**src/rtl/uart_reg_responder.sv**
```systemverilog
// Byte-command responder: 'W' addr data writes, 'R' addr reads a 4x8 register bank, one response byte per command.
// o_Tx_DV rises the cycle after the final command byte unless the transmitter is busy; bytes arriving while a response is pending are dropped.
module uart_reg_responder #(
    parameter int          TIMEOUT_CLKS = 50000,
    parameter logic [7:0]  ACK_BYTE     = 8'h06,
    parameter logic [7:0]  NAK_BYTE     = 8'h15
) (
    input  logic        i_Clock,
    input  logic        KEY_rst,
    input  logic        i_Rx_DV,
    input  logic [7:0]  i_Rx_Byte,
    input  logic        i_Tx_Active,
    input  logic        i_Tx_Done,
    output logic        o_Tx_DV,
    output logic [7:0]  o_Tx_Byte,
    output logic [31:0] o_Regs,
    output logic        o_Busy,
    output logic        o_Drop
);

    localparam int             CW      = (TIMEOUT_CLKS > 1) ? $clog2(TIMEOUT_CLKS) : 1;
    localparam logic [CW-1:0]  TO_LAST = CW'(TIMEOUT_CLKS - 1);
    localparam logic [7:0]     OP_W    = 8'h57;
    localparam logic [7:0]     OP_R    = 8'h52;

    typedef enum logic [2:0] {
        S_IDLE,
        S_GET_ADDR,
        S_GET_DATA,
        S_SEND,
        S_WAIT_DONE
    } state_t;

    state_t           r_state;
    logic             r_is_write;
    logic [7:0]       r_addr;
    logic [3:0][7:0]  r_regs;
    logic [7:0]       r_tx_byte;
    logic             r_busy;
    logic             r_drop;
    logic [CW-1:0]    r_cnt;

    state_t           w_next_state;
    logic             w_load_tx;
    logic [7:0]       w_tx_byte;
    logic             w_reg_we;
    logic [CW-1:0]    w_cnt_next;
    logic             w_drop;
    logic             w_latch_op;
    logic             w_latch_addr;
    logic             w_rx_addr_ok;
    logic             w_addr_ok;

    assign w_rx_addr_ok = (i_Rx_Byte[7:2] == 6'd0);
    assign w_addr_ok    = (r_addr[7:2] == 6'd0);

    always_comb begin
        w_next_state = r_state;
        w_load_tx    = 1'b0;
        w_tx_byte    = r_tx_byte;
        w_reg_we     = 1'b0;
        w_cnt_next   = '0;
        w_drop       = 1'b0;
        w_latch_op   = 1'b0;
        w_latch_addr = 1'b0;
        case (r_state)
            S_IDLE: begin
                if (i_Rx_DV) begin
                    if (i_Rx_Byte == OP_W || i_Rx_Byte == OP_R) begin
                        w_latch_op   = 1'b1;
                        w_next_state = S_GET_ADDR;
                    end else begin
                        w_load_tx    = 1'b1;
                        w_tx_byte    = NAK_BYTE;
                        w_next_state = S_SEND;
                    end
                end
            end
            S_GET_ADDR: begin
                if (i_Rx_DV) begin
                    w_latch_addr = 1'b1;
                    if (r_is_write) begin
                        w_next_state = S_GET_DATA;
                    end else begin
                        w_load_tx    = 1'b1;
                        w_tx_byte    = w_rx_addr_ok ? r_regs[i_Rx_Byte[1:0]] : NAK_BYTE;
                        w_next_state = S_SEND;
                    end
                end else if (r_cnt == TO_LAST) begin
                    w_next_state = S_IDLE;
                end else begin
                    w_cnt_next = r_cnt + CW'(1);
                end
            end
            S_GET_DATA: begin
                // A byte arriving on the expiry cycle still completes the command.
                if (i_Rx_DV) begin
                    w_reg_we     = w_addr_ok;
                    w_load_tx    = 1'b1;
                    w_tx_byte    = w_addr_ok ? ACK_BYTE : NAK_BYTE;
                    w_next_state = S_SEND;
                end else if (r_cnt == TO_LAST) begin
                    w_next_state = S_IDLE;
                end else begin
                    w_cnt_next = r_cnt + CW'(1);
                end
            end
            S_SEND: begin
                w_drop = i_Rx_DV;
                if (!i_Tx_Active) begin
                    w_next_state = S_WAIT_DONE;
                end
            end
            S_WAIT_DONE: begin
                w_drop = i_Rx_DV;
                if (i_Tx_Done) begin
                    w_next_state = S_IDLE;
                end
            end
            default: begin
                w_next_state = S_IDLE;
            end
        endcase
    end

    always_ff @(posedge i_Clock or negedge KEY_rst) begin
        if (!KEY_rst) begin
            r_state    <= S_IDLE;
            r_is_write <= 1'b0;
            r_addr     <= 8'd0;
            r_regs     <= '0;
            r_tx_byte  <= 8'd0;
            r_busy     <= 1'b0;
            r_drop     <= 1'b0;
            r_cnt      <= '0;
        end else begin
            r_state <= w_next_state;
            r_busy  <= (w_next_state != S_IDLE);
            r_drop  <= w_drop;
            r_cnt   <= w_cnt_next;
            if (w_latch_op) begin
                r_is_write <= (i_Rx_Byte == OP_W);
            end
            if (w_latch_addr) begin
                r_addr <= i_Rx_Byte;
            end
            if (w_reg_we) begin
                r_regs[r_addr[1:0]] <= i_Rx_Byte;
            end
            if (w_load_tx) begin
                r_tx_byte <= w_tx_byte;
            end
        end
    end

    // Combinational so the request appears in the first SEND cycle the transmitter is idle.
    assign o_Tx_DV   = (r_state == S_SEND) && !i_Tx_Active;
    assign o_Tx_Byte = r_tx_byte;
    assign o_Regs    = r_regs;
    assign o_Busy    = r_busy;
    assign o_Drop    = r_drop;

endmodule

```
**config.mk**
```make
export PLATFORM = sky130hd
export DESIGN_NAME = uart_reg_responder
export DESIGN_NICKNAME = d
export VERILOG_FILES = /design/src/rtl/uart_reg_responder.sv
export SDC_FILE = /design/constraint.sdc
export NUM_CORES = 1
export LEC_CHECK = 0
export CAP_MARGIN = 5
export CELL_PAD_IN_SITES_DETAIL_PLACEMENT = 0
export CELL_PAD_IN_SITES_GLOBAL_PLACEMENT = 1
export CORE_ASPECT_RATIO = 0.7
export CORE_UTILIZATION = 43
export CTS_CLUSTER_SIZE = 24
export DETAILED_ROUTE_END_ITERATION = 12
export PLACE_DENSITY_LB_ADDON = 0.1
export SLEW_MARGIN = 5
export SYNTH_ARGS = -nofsm -noshare
export SYNTH_HDL_FRONTEND = slang
export SYNTH_SLANG_ARGS = --single-unit
```
**constraint.sdc**
```tcl
create_clock -name i_Clock -period 2.6 [get_ports i_Clock]
set_clock_uncertainty 0.1 [all_clocks]
set_input_delay 0.65 -clock i_Clock [delete_from_list [all_inputs] [get_ports i_Clock]]
set_output_delay 0.65 -clock i_Clock [all_outputs]
set_load 0.05 [all_outputs]
```
==> summary.txt, run 1 <==
final WL -> 7917 um
Seq. cell area -> 1752 um2
YS warnings -> 0
gpl congestion -> 0.7609
final setup fails -> 0
Synth-to-Final Area Change -> 31.92%
Final Core Density -> 59.40%
Max-slew headroom -> 65.32%
Cells after DPL -> 422
Netlist Area Pre-Place -> 3339 um2
first-pass GRT wire length -> 12660 um
# diodes -> 0
pin count of the biggest net entering global routing -> 54
Routed wire per std cell -> 18.08 um
H-Tree Depth -> 3
commonest non-fill, non-tap cell in the layout -> dfrtp_1
CTS buffer count -> 9
Starting Density -> 45.02%
Crit. Startpoint -> i_Tx_Active
Pwr Density -> 1049 nW/um2
area of the core -> 7417 um2
post-CTS sizing -> 0
most frequent cells in the layout -> 70 x dfrtp_1, 53 x clkdlybuf4s50_1, 44 x mux2_2
post-CTS setup buffers -> 0
Setup crit end kind -> primary output
net count after synthesis -> 271
clk sinks -> 70
initial antenna violation count -> 0
CTS Root Cell -> clkbuf_8
vias per cell -> 5.368
DR iter-0 viols -> 112
sequential share of the synthesized area -> 52.45%
grt ovf -> 0
CTS Buffer Depth -> 2
Critical R2R Launch -> r_state[0]
ratio of final minimum period to clock period -> 93.45%
Finished Layout Cells -> 438
CTS tree -> yes
total die area -> 8128 um2
Netlist cell types -> 43
Rows -> 26
worst hold path class -> input pin to async pin
DP Area -> 4158 um2
Chip Height -> 75.73 um
Multi-input gate area -> 1468 um2
fin nets -> 349
Startpoint Class -> input pin
Worst Tran Pin Value -> 518.6 ps
dpl hpwl -> 5614 um
hold_buf cts -> 0
DRT Pass-1 Iters -> 5
Total GRT Usage -> 21.66%
slowest CP cell -> clkdlybuf4s50_1
vias in the first global route -> 2254
Ports -> 56
remaining antenna violation count -> 0
Worst IR Drop VDD -> 0.5931 mV
LEAKAGE -> 0.001887 uW
crit path DAT -> 1680 ps
CP bufs+invs -> 2
worst stage delay on the critical path -> 450 ps
RSZ-0062 raised after global routing -> no
status -> finished clean
Crit path max-delay family -> buffers and inverters
syn avg cell area -> 12.99 um2
WS Path Type -> input pin to primary output
Clock Latency Late Sink -> 340 ps
die width -> 107.3 um
max-cap violation count -> 0
Gate Count Post-Synth -> 257
clock slew at reported path FFs -> 80 ps
Finished Cell Area -> 4405 um2
f_max -> 0.4116 GHz
Critical Path RT -> 1850 ps
final hold violation count -> 0
Fin Setup TNS -> 0 ps
crit path time final -> 2430 ps
Hold Worst Slack -> 144.3 ps
CP Cell Sequence -> clkdlybuf4s50_1 -> nor3_1 -> buf_12
#FFs+latches synth -> 70
fill count -> 639
Port-buffer cells -> 55
detailed-route DRC error count -> 0
total number of vias -> 2351
final-report max-slew violation count -> 0
crit path max fanout -> 3
layout cells sized above 1 -> 31.18%
sequential cells by signal, indices dropped and copies added (netlist names):
name        count
o_Tx_Byte       8
o_Drop          1
r_addr          8
r_state         3
r_cnt          16
o_Regs         32
r_is_write      1
o_Busy          1
power breakdown:
group          switching, uW  total (uW)  internal [uW]
registers                252        1620           1370
clock network            409        1070            666
logic                   1140        1920            783
cells by family after synthesis:
family | count (synthesis) | synth area share (%)
multiplexers | 52 | 20.23
AND/OR/NAND/NOR | 75 | 15.14
AO/OA/AOI/OAI | 28 | 5.058
adder cells (fa/ha/maj) | 1 | 0.3746
flip-flops | 70 | 52.45
buffers and inverters | 19 | 3.597
XOR/XNOR | 12 | 3.147
Yosys cell counts (all sizes together):
master / count / area share, %
or4: 3 / 0.67
nand4b: 3 / 0.79
nor4b: 2 / 0.97
a211o: 1 / 0.30
o31ai: 3 / 0.67
mux4: 8 / 5.4
nor4: 6 / 2.4
a21oi: 7 / 1.0
nand3: 5 / 0.90
and4: 2 / 0.52
buf: 12 / 2.8
nor2: 20 / 2.3
nand2: 7 / 0.79
nand3b: 2 / 0.45
inv: 6 / 0.67
o21ba: 1 / 0.30
and3: 5 / 0.94
nor3: 2 / 0.30
xnor2: 4 / 1.0
nor2b: 4 / 0.75
o22ai: 1 / 0.19
a22oi: 1 / 0.22
xor2: 8 / 2.1
or3: 3 / 0.56
o21ai: 12 / 1.8
ha: 1 / 0.37
and2: 2 / 0.37
a41oi: 1 / 0.26
clkbuf: 1 / 0.11
a31o: 1 / 0.26
nand4: 7 / 1.5
or4bb: 1 / 0.34
dfrtp: 70 / 52
mux2: 44 / 15
nor3b: 1 / 0.56
layout make-up:
cell class,instances,area share (%)
clock buffers,11,3.209
clock inverters,5,2.414
inverters,6,0.5112
multi-input cells,168,33.31
flip-flops and latches,70,39.76
well taps,98,2.783
repair buffers,80,18.01
metal layers:
metal  wire length, um  global-route usage [%]
met1              4127                   33.97
met2              3261                   27.81
met3               498                   7.870
met4                30                   4.566
met5                 0                       0
worst paths after layout:
path	to	slack, ps	cells after the start
setup / recovery	o_Tx_DV	170	3
hold / removal	o_Tx_Byte[4]	140	1
setup reg to reg	o_Regs[28]	490	4
hold reg to reg	r_cnt[0]	360	1
max in group asynchronous	o_Regs[30]	1620	2
min in group i_Clock	r_cnt[0]	360	1
per-stage QoR:
| stage | setup slack (ps) | total power, uW |
|---|---|---|
| CTS | 164.1 | 4662 |
| global route | 117.7 | 4867 |
| finish | 170.2 | 4621 |
| global placement | 118.7 | 3546 |
| floorplan | 74.76 | 2949 |
| detailed placement | 54.99 | 3568 |
Note: power is estimated with default switching activity, not from simulation.
==> run 2, diff against run 1 <==
--- a/config.mk
+++ b/config.mk
@@ -12,7 +12,8 @@
 export CORE_UTILIZATION = 43
 export CTS_CLUSTER_SIZE = 24
 export DETAILED_ROUTE_END_ITERATION = 12
-export PLACE_DENSITY_LB_ADDON = 0.1
+export HOLD_SLACK_MARGIN = 0.06
+export PLACE_DENSITY = 0.79
 export SLEW_MARGIN = 5
 export SYNTH_ARGS = -nofsm -noshare
 export SYNTH_HDL_FRONTEND = slang
==> run 2 against run 1 <==
Clock power down 9%. Combinational power down 2%. First-iteration DRC count up 51%. Worst setup slack worse by 29 ps. Sequential power up 4%. Core utilization down 0.86 points. Count of clock-buffer cells in the layout down 2. Via count up 2.5%. Critical path depth unchanged. Die area unchanged. Register-to-register slack worse by 30 ps. Critical endpoint unchanged.
==> summary.txt, run 2 (synthesized netlist as in run 1, its figures left out) <==
final setup fails -> 0 (unchanged)
commonest non-fill, non-tap cell in the layout -> dfrtp_1 (unchanged)
total die area -> 8128 um2 (unchanged)
f_max -> 0.4067 GHz (was 0.4116 GHz)
total power draw -> 4534 uW (was 4621 uW)
vias in the first global route -> 2257 (was 2254)
Pwr Density -> 1044 nW/um2 (was 1049 nW/um2)
Worst Tran Pin Value -> 533.4 ps (was 518.6 ps)
Rows -> 26 (unchanged)
final hold violation count -> 0 (unchanged)
CTS buffer count -> 9 (unchanged)
status -> finished clean (unchanged)
Total GRT Usage -> 21.81% (was 21.66%)
hold_buf cts -> 0 (unchanged)
final worst setup slack -> 141.0 ps (was 170.2 ps)
LEAKAGE -> 0.001849 uW (was 0.001887 uW)
crit path DAT -> 1710 ps (was 1680 ps)
# diodes -> 0 (unchanged)
layout cells sized above 1 -> 30.45% (was 31.18%)
final WL -> 7972 um (was 7917 um)
ratio of final minimum period to clock period -> 94.58% (was 93.45%)
grt ovf -> 0 (unchanged)
max-cap violation count -> 0 (unchanged)
CTS Root Cell -> clkbuf_8 (unchanged)
Final Core Density -> 58.54% (was 59.40%)
Setup crit end kind -> primary output (unchanged)
crit path time final -> 2459 ps (was 2430 ps)
initial antenna violation count -> 0 (unchanged)
first-pass GRT wire length -> 12700 um (was 12660 um)
Routed wire per std cell -> 18.41 um (was 18.08 um)
CTS tree -> yes (unchanged)
post-CTS setup buffers -> 0 (unchanged)
final-report max-slew violation count -> 0 (unchanged)
Max-slew headroom -> 63.94% (was 65.32%)
Chip Height -> 75.73 um (unchanged)
remaining antenna violation count -> 0 (unchanged)
CTS Buffer Depth -> 2 (unchanged)
Synth-to-Final Area Change -> 30.01% (was 31.92%)
Post-Place Worst Slack -> 35.63 ps (was 54.99 ps)
post-CTS sizing -> 0 (unchanged)
Critical Path RT -> 1850 ps (about the same)
Port-buffer cells -> 55 (unchanged)
area of the core -> 7417 um2 (unchanged)
die width -> 107.3 um (unchanged)
Hold Worst Slack -> 213.7 ps (was 144.3 ps)
DRT Pass-1 Iters -> 4 (was 5)
dpl hpwl -> 5726 um (was 5614 um)
number of flip-flops in the largest register -> 32 (unchanged)
total number of vias -> 2410 (was 2351)
DR iter-0 viols -> 169 (was 112)
vias per cell -> 5.566 (was 5.368)
H-Tree Depth -> 3 (unchanged)
fin nets -> 344 (was 349)
Ports -> 56 (unchanged)
clock slew at reported path FFs -> 80 ps (about the same)
Startpoint Class -> input pin (unchanged)
worst hold path class -> input pin to async pin (unchanged)
RSZ-0062 raised after global routing -> no (unchanged)
pin count of the biggest net entering global routing -> 71 (was 54)
Fin Setup TNS -> 0 ps (unchanged)
Worst IR Drop VDD -> 0.5293 mV (was 0.5931 mV)
WS Path Type -> input pin to primary output (unchanged)
gpl congestion -> 0.7550 (was 0.7609)
clk sinks -> 70 (unchanged)
crit path max fanout -> 3 (unchanged)
most frequent cells in the layout -> 70 x dfrtp_1, 53 x clkdlybuf4s50_1, 44 x mux2_2 (unchanged)
Clock Latency Late Sink -> 350 ps (was 340 ps)
detailed-route DRC error count -> 0 (unchanged)
Starting Density -> 45.02% (unchanged)
-- run 2: cell count changes in the layout (fill, tap and decap cells not counted) --
| cell | previous run | this run |
|---|---|---|
| clkbuf_1 | 1 | 0 |
| bufinv_16 | 3 | 2 |
| clkinv_2 | 0 | 1 |
| clkinvlp_4 | 1 | 2 |
| buf_4 | 21 | 16 |
| clkbuf_8 | 10 | 9 |
| inv_6 | 0 | 1 |
-- run 2: through the flow --
stage | cell area [um2] | std cells
2_1_floorplan | 3339 | 257
3_3_place_gp | 4120 | 417
3_5_place_dp | 4120 | 417
4_1_cts | 4342 | 433
5_1_grt | 4342 | 433
6_report | 4342 | 433
-- run 2: area by class of cell --
type	instances	area, um2
flip-flops and latches	70	1752
repair buffers	75	755.7
multi-input cells	168	1468
clock inverters	7	97.59
clock buffers	9	123.9
inverters	6	22.52
well taps	98	122.6
fillers	624	3075
-- run 2: worst paths after layout --
kind,slack (ps),endpoint,depth (start not counted),startpoint
max reg2reg,460,o_Regs[12],5,r_state[1]
min,210,r_cnt[13],2,KEY_rst
min reg2reg,360,r_cnt[0],1,r_cnt[0]
max,140,o_Tx_DV,3,i_Tx_Active
max in group asynchronous,1870,r_addr[0],2,KEY_rst
min in group i_Clock,360,r_cnt[0],1,r_cnt[0]
-- run 2: power breakdown --
part | internal, uW | switching [uW] | leakage, uW | total [uW]
registers | 1370 | 308 | 0.000919 | 1680
logic | 758 | 1120 | 0.000824 | 1880
clock network | 543 | 433 | 0.000106 | 976
-- run 2: worst max-delay path, cell delays in order --
cell and delay (ps):
clkdlybuf4s50_1 460, nor3_1 400, buf_12 190
-- run 2: routing by layer --
layer | track usage, % | vias up | wire length, um
met5 | 0 | - | 0
li1 | - | 1097 | -
met2 | 28.10 | 78 | 3218
met3 | 5.560 | 9 | 444
met1 | 34.36 | 1226 | 4195
met4 | 8.219 | 0 | 112
==> run 3, diff against run 2 <==
--- a/config.mk
+++ b/config.mk
@@ -12,6 +12,7 @@
 export CORE_UTILIZATION = 43
 export CTS_CLUSTER_SIZE = 24
 export DETAILED_ROUTE_END_ITERATION = 12
+export GPL_TIMING_DRIVEN = 0
 export HOLD_SLACK_MARGIN = 0.06
 export PLACE_DENSITY = 0.79
 export SLEW_MARGIN = 5
==> run 3 against run 2 <==
First-iteration DRC count decreased by 45%. Final area decreased by 3.5%. Register-to-register slack worse by 100 ps. Sequential cell count stayed put. Highest routed layer unchanged.
==> summary.txt, run 3 (synthesized netlist as in run 1, its figures left out) <==
status -> finished clean (unchanged)
CTS buffer count -> 9 (unchanged)
number of flip-flops in the largest register -> 32 (unchanged)
P_int -> 2619 uW (was 2673 uW)
slowest CP cell -> clkdlybuf4s50_1 (unchanged)
P_sw -> 1773 uW (was 1861 uW)
Final Core Density -> 56.48% (was 58.54%)
Finished Cell Area -> 4189 um2 (was 4342 um2)
# diodes -> 0 (unchanged)
Clock Latency Late Sink -> 340 ps (was 350 ps)
area of the core -> 7417 um2 (unchanged)
Pwr Density -> 1048 nW/um2 (was 1044 nW/um2)
layout cells sized above 1 -> 28.92% (was 30.45%)
vias in the first global route -> 2237 (was 2257)
post-CTS setup buffers -> 0 (unchanged)
remaining antenna violation count -> 0 (unchanged)
power share of the combinational group -> 44.5% (was 41.4%)
CTS Root Cell -> clkbuf_8 (unchanged)
Ports -> 56 (unchanged)
hold_buf cts -> 0 (unchanged)
CP Cell Sequence -> clkdlybuf4s50_1 -> clkbuf_1 -> mux4_2 -> nor2b_1 -> mux2_2 (was clkdlybuf4s50_1 -> nor3_1 -> buf_12)
CP bufs+invs -> 2 (unchanged)
final-report max-slew violation count -> 0 (unchanged)
detailed-route DRC error count -> 0 (unchanged)
Chip Height -> 75.73 um (unchanged)
vias per cell -> 5.390 (was 5.566)
Crit path max-delay family -> buffers and inverters (unchanged)
Setup crit end kind -> register (was primary output)
initial antenna violation count -> 0 (unchanged)
DR iter-0 viols -> 93 (was 169)
Finished Layout Cells -> 423 (was 433)
Synth-to-Final Area Change -> 25.44% (was 30.01%)
worst hold path class -> input pin to async pin (unchanged)
Routed wire per std cell -> 17.33 um (was 18.41 um)
first-pass GRT wire length -> 11870 um (was 12700 um)
f_max -> 0.4018 GHz (was 0.4067 GHz)
gpl congestion -> 0.7371 (was 0.7550)
fin nets -> 335 (was 344)
sequential power share -> 36.1% (was 37.1%)
H-Tree Depth -> 3 (unchanged)
CTS Buffer Depth -> 2 (unchanged)
crit path time final -> 2489 ps (was 2459 ps)
most frequent cells in the layout -> 70 x dfrtp_1, 50 x clkdlybuf4s50_1, 44 x mux2_2 (was 70 x dfrtp_1, 53 x clkdlybuf4s50_1, 44 x mux2_2)
clk sinks -> 70 (unchanged)
Worst Tran Pin Value -> 723.6 ps (was 533.4 ps)
RSZ-0062 raised after global routing -> no (unchanged)
WS Path Type -> input pin to register (was input pin to primary output)
Port-buffer cells -> 52 (was 55)
max-cap violation count -> 0 (unchanged)
DP Area -> 4000 um2 (was 4120 um2)
Clock Power Share -> 19.4% (was 21.5%)
Max-slew headroom -> 51.40% (was 63.94%)
Starting Density -> 45.02% (unchanged)
crit path max fanout -> 10 (was 3)
LEAKAGE -> 0.001786 uW (was 0.001849 uW)
CTS tree -> yes (unchanged)
crit path DAT -> 2610 ps (was 1710 ps)
Cells after DPL -> 408 (was 417)
DRT Pass-1 Iters -> 4 (unchanged)
Critical Path RT -> 2720 ps (was 1850 ps)
Sw Ratio -> 40.36% (was 41.05%)
ratio of final minimum period to clock period -> 95.73% (was 94.58%)
total number of vias -> 2280 (was 2410)
final hold violation count -> 0 (unchanged)
pin count of the biggest net entering global routing -> 39 (was 71)
fill count -> 665 (was 624)
grt ovf -> 0 (unchanged)
Rows -> 26 (unchanged)
Startpoint Class -> input pin (unchanged)
total die area -> 8128 um2 (unchanged)
dpl hpwl -> 5310 um (was 5726 um)
final WL -> 7329 um (was 7972 um)
Total GRT Usage -> 19.83% (was 21.81%)
clock slew at reported path FFs -> 70 ps (was 80 ps)
die width -> 107.3 um (unchanged)
commonest non-fill, non-tap cell in the layout -> dfrtp_1 (unchanged)
Hold Worst Slack -> 152.2 ps (was 213.7 ps)
worst stage delay on the critical path -> 620 ps (was 460 ps)
final setup fails -> 0 (unchanged)
Worst IR Drop VDD -> 0.5075 mV (was 0.5293 mV)
[run 3: cell types whose count changed in the layout (fill, tap and decap cells not counted), sizes merged]
cell           delta
bufinv            -1
clkbuf            +3
clkdlybuf4s50     -3
clkinvlp          -1
buf               -7
inv               -1
[run 3: per-stage QoR]
stage | power [uW] | setup WS, ps | TNS (ps)
after CTS | 4435 | 36.20 | 0
after global routing | 4627 | 13.75 | 0
after detailed placement | 3573 | -359.0 | -2033
final | 4392 | 111.0 | 0
after floorplan | 2949 | 74.76 | 0
after global placement | 3545 | -1680 | -119320
[run 3: cell type report]
type / instances / area, um2 / area share, %
Buffer: 13 / 97.59 / 2.330
Clock buffer: 11 / 141.4 / 3.375
Clock inverter: 4 / 47.55 / 1.135
Inverter: 6 / 22.52 / 0.5376
Multi-Input combinational cell: 168 / 1473 / 35.16
Sequential cell: 70 / 1752 / 41.82
Tap cell: 98 / 122.6 / 2.927
Timing Repair Buffer: 53 / 533.0 / 12.72
[run 3: repair_timing]
action	in CTS	in global routing
hold endpoints to repair	0	0
gates resized for setup	4	3
pin swaps	0	0
setup endpoints to repair	1	7
[run 3: path summary, 6_finish.rpt]
| path | start | slack, ps | depth (start not counted) | end |
|---|---|---|---|---|
| max | i_Rx_Byte[1] | 110 | 5 | o_Tx_Byte[7] |
| min | KEY_rst | 150 | 1 | r_cnt[13] |
| max reg2reg | r_addr[3] | 360 | 4 | o_Regs[15] |
| min reg2reg | r_cnt[0] | 350 | 1 | r_cnt[0] |
| max in group asynchronous | KEY_rst | 1700 | 2 | o_Regs[25] |
| min in group i_Clock | r_cnt[0] | 350 | 1 | r_cnt[0] |
[run 3: per-layer routing]
layer / up-vias / wire length [um] / global-route usage [%]
met5: - / 0 / 0
met4: 0 / 66 / 5.632
met3: 7 / 315 / 4.790
met2: 51 / 3142 / 28.46
met1: 1153 / 3804 / 29.91
li1: 1069 / - / -
[run 3: worst reg2reg max path, cell delays in order (launching register included)]
cell	delay, ps
dfrtp_1	390
nor4_2	390
nand3_2	250
nor4_4	600
mux2_2	410
[run 3: power groups by stage]
stage	combinational, uW	clock [uW]	sequential, uW
after floorplan	726	0	2220
after global placement	1950	0	1590
after detailed placement	1970	0	1610
after CTS	1970	877	1590
after global routing	2080	920	1620
final	1960	852	1580
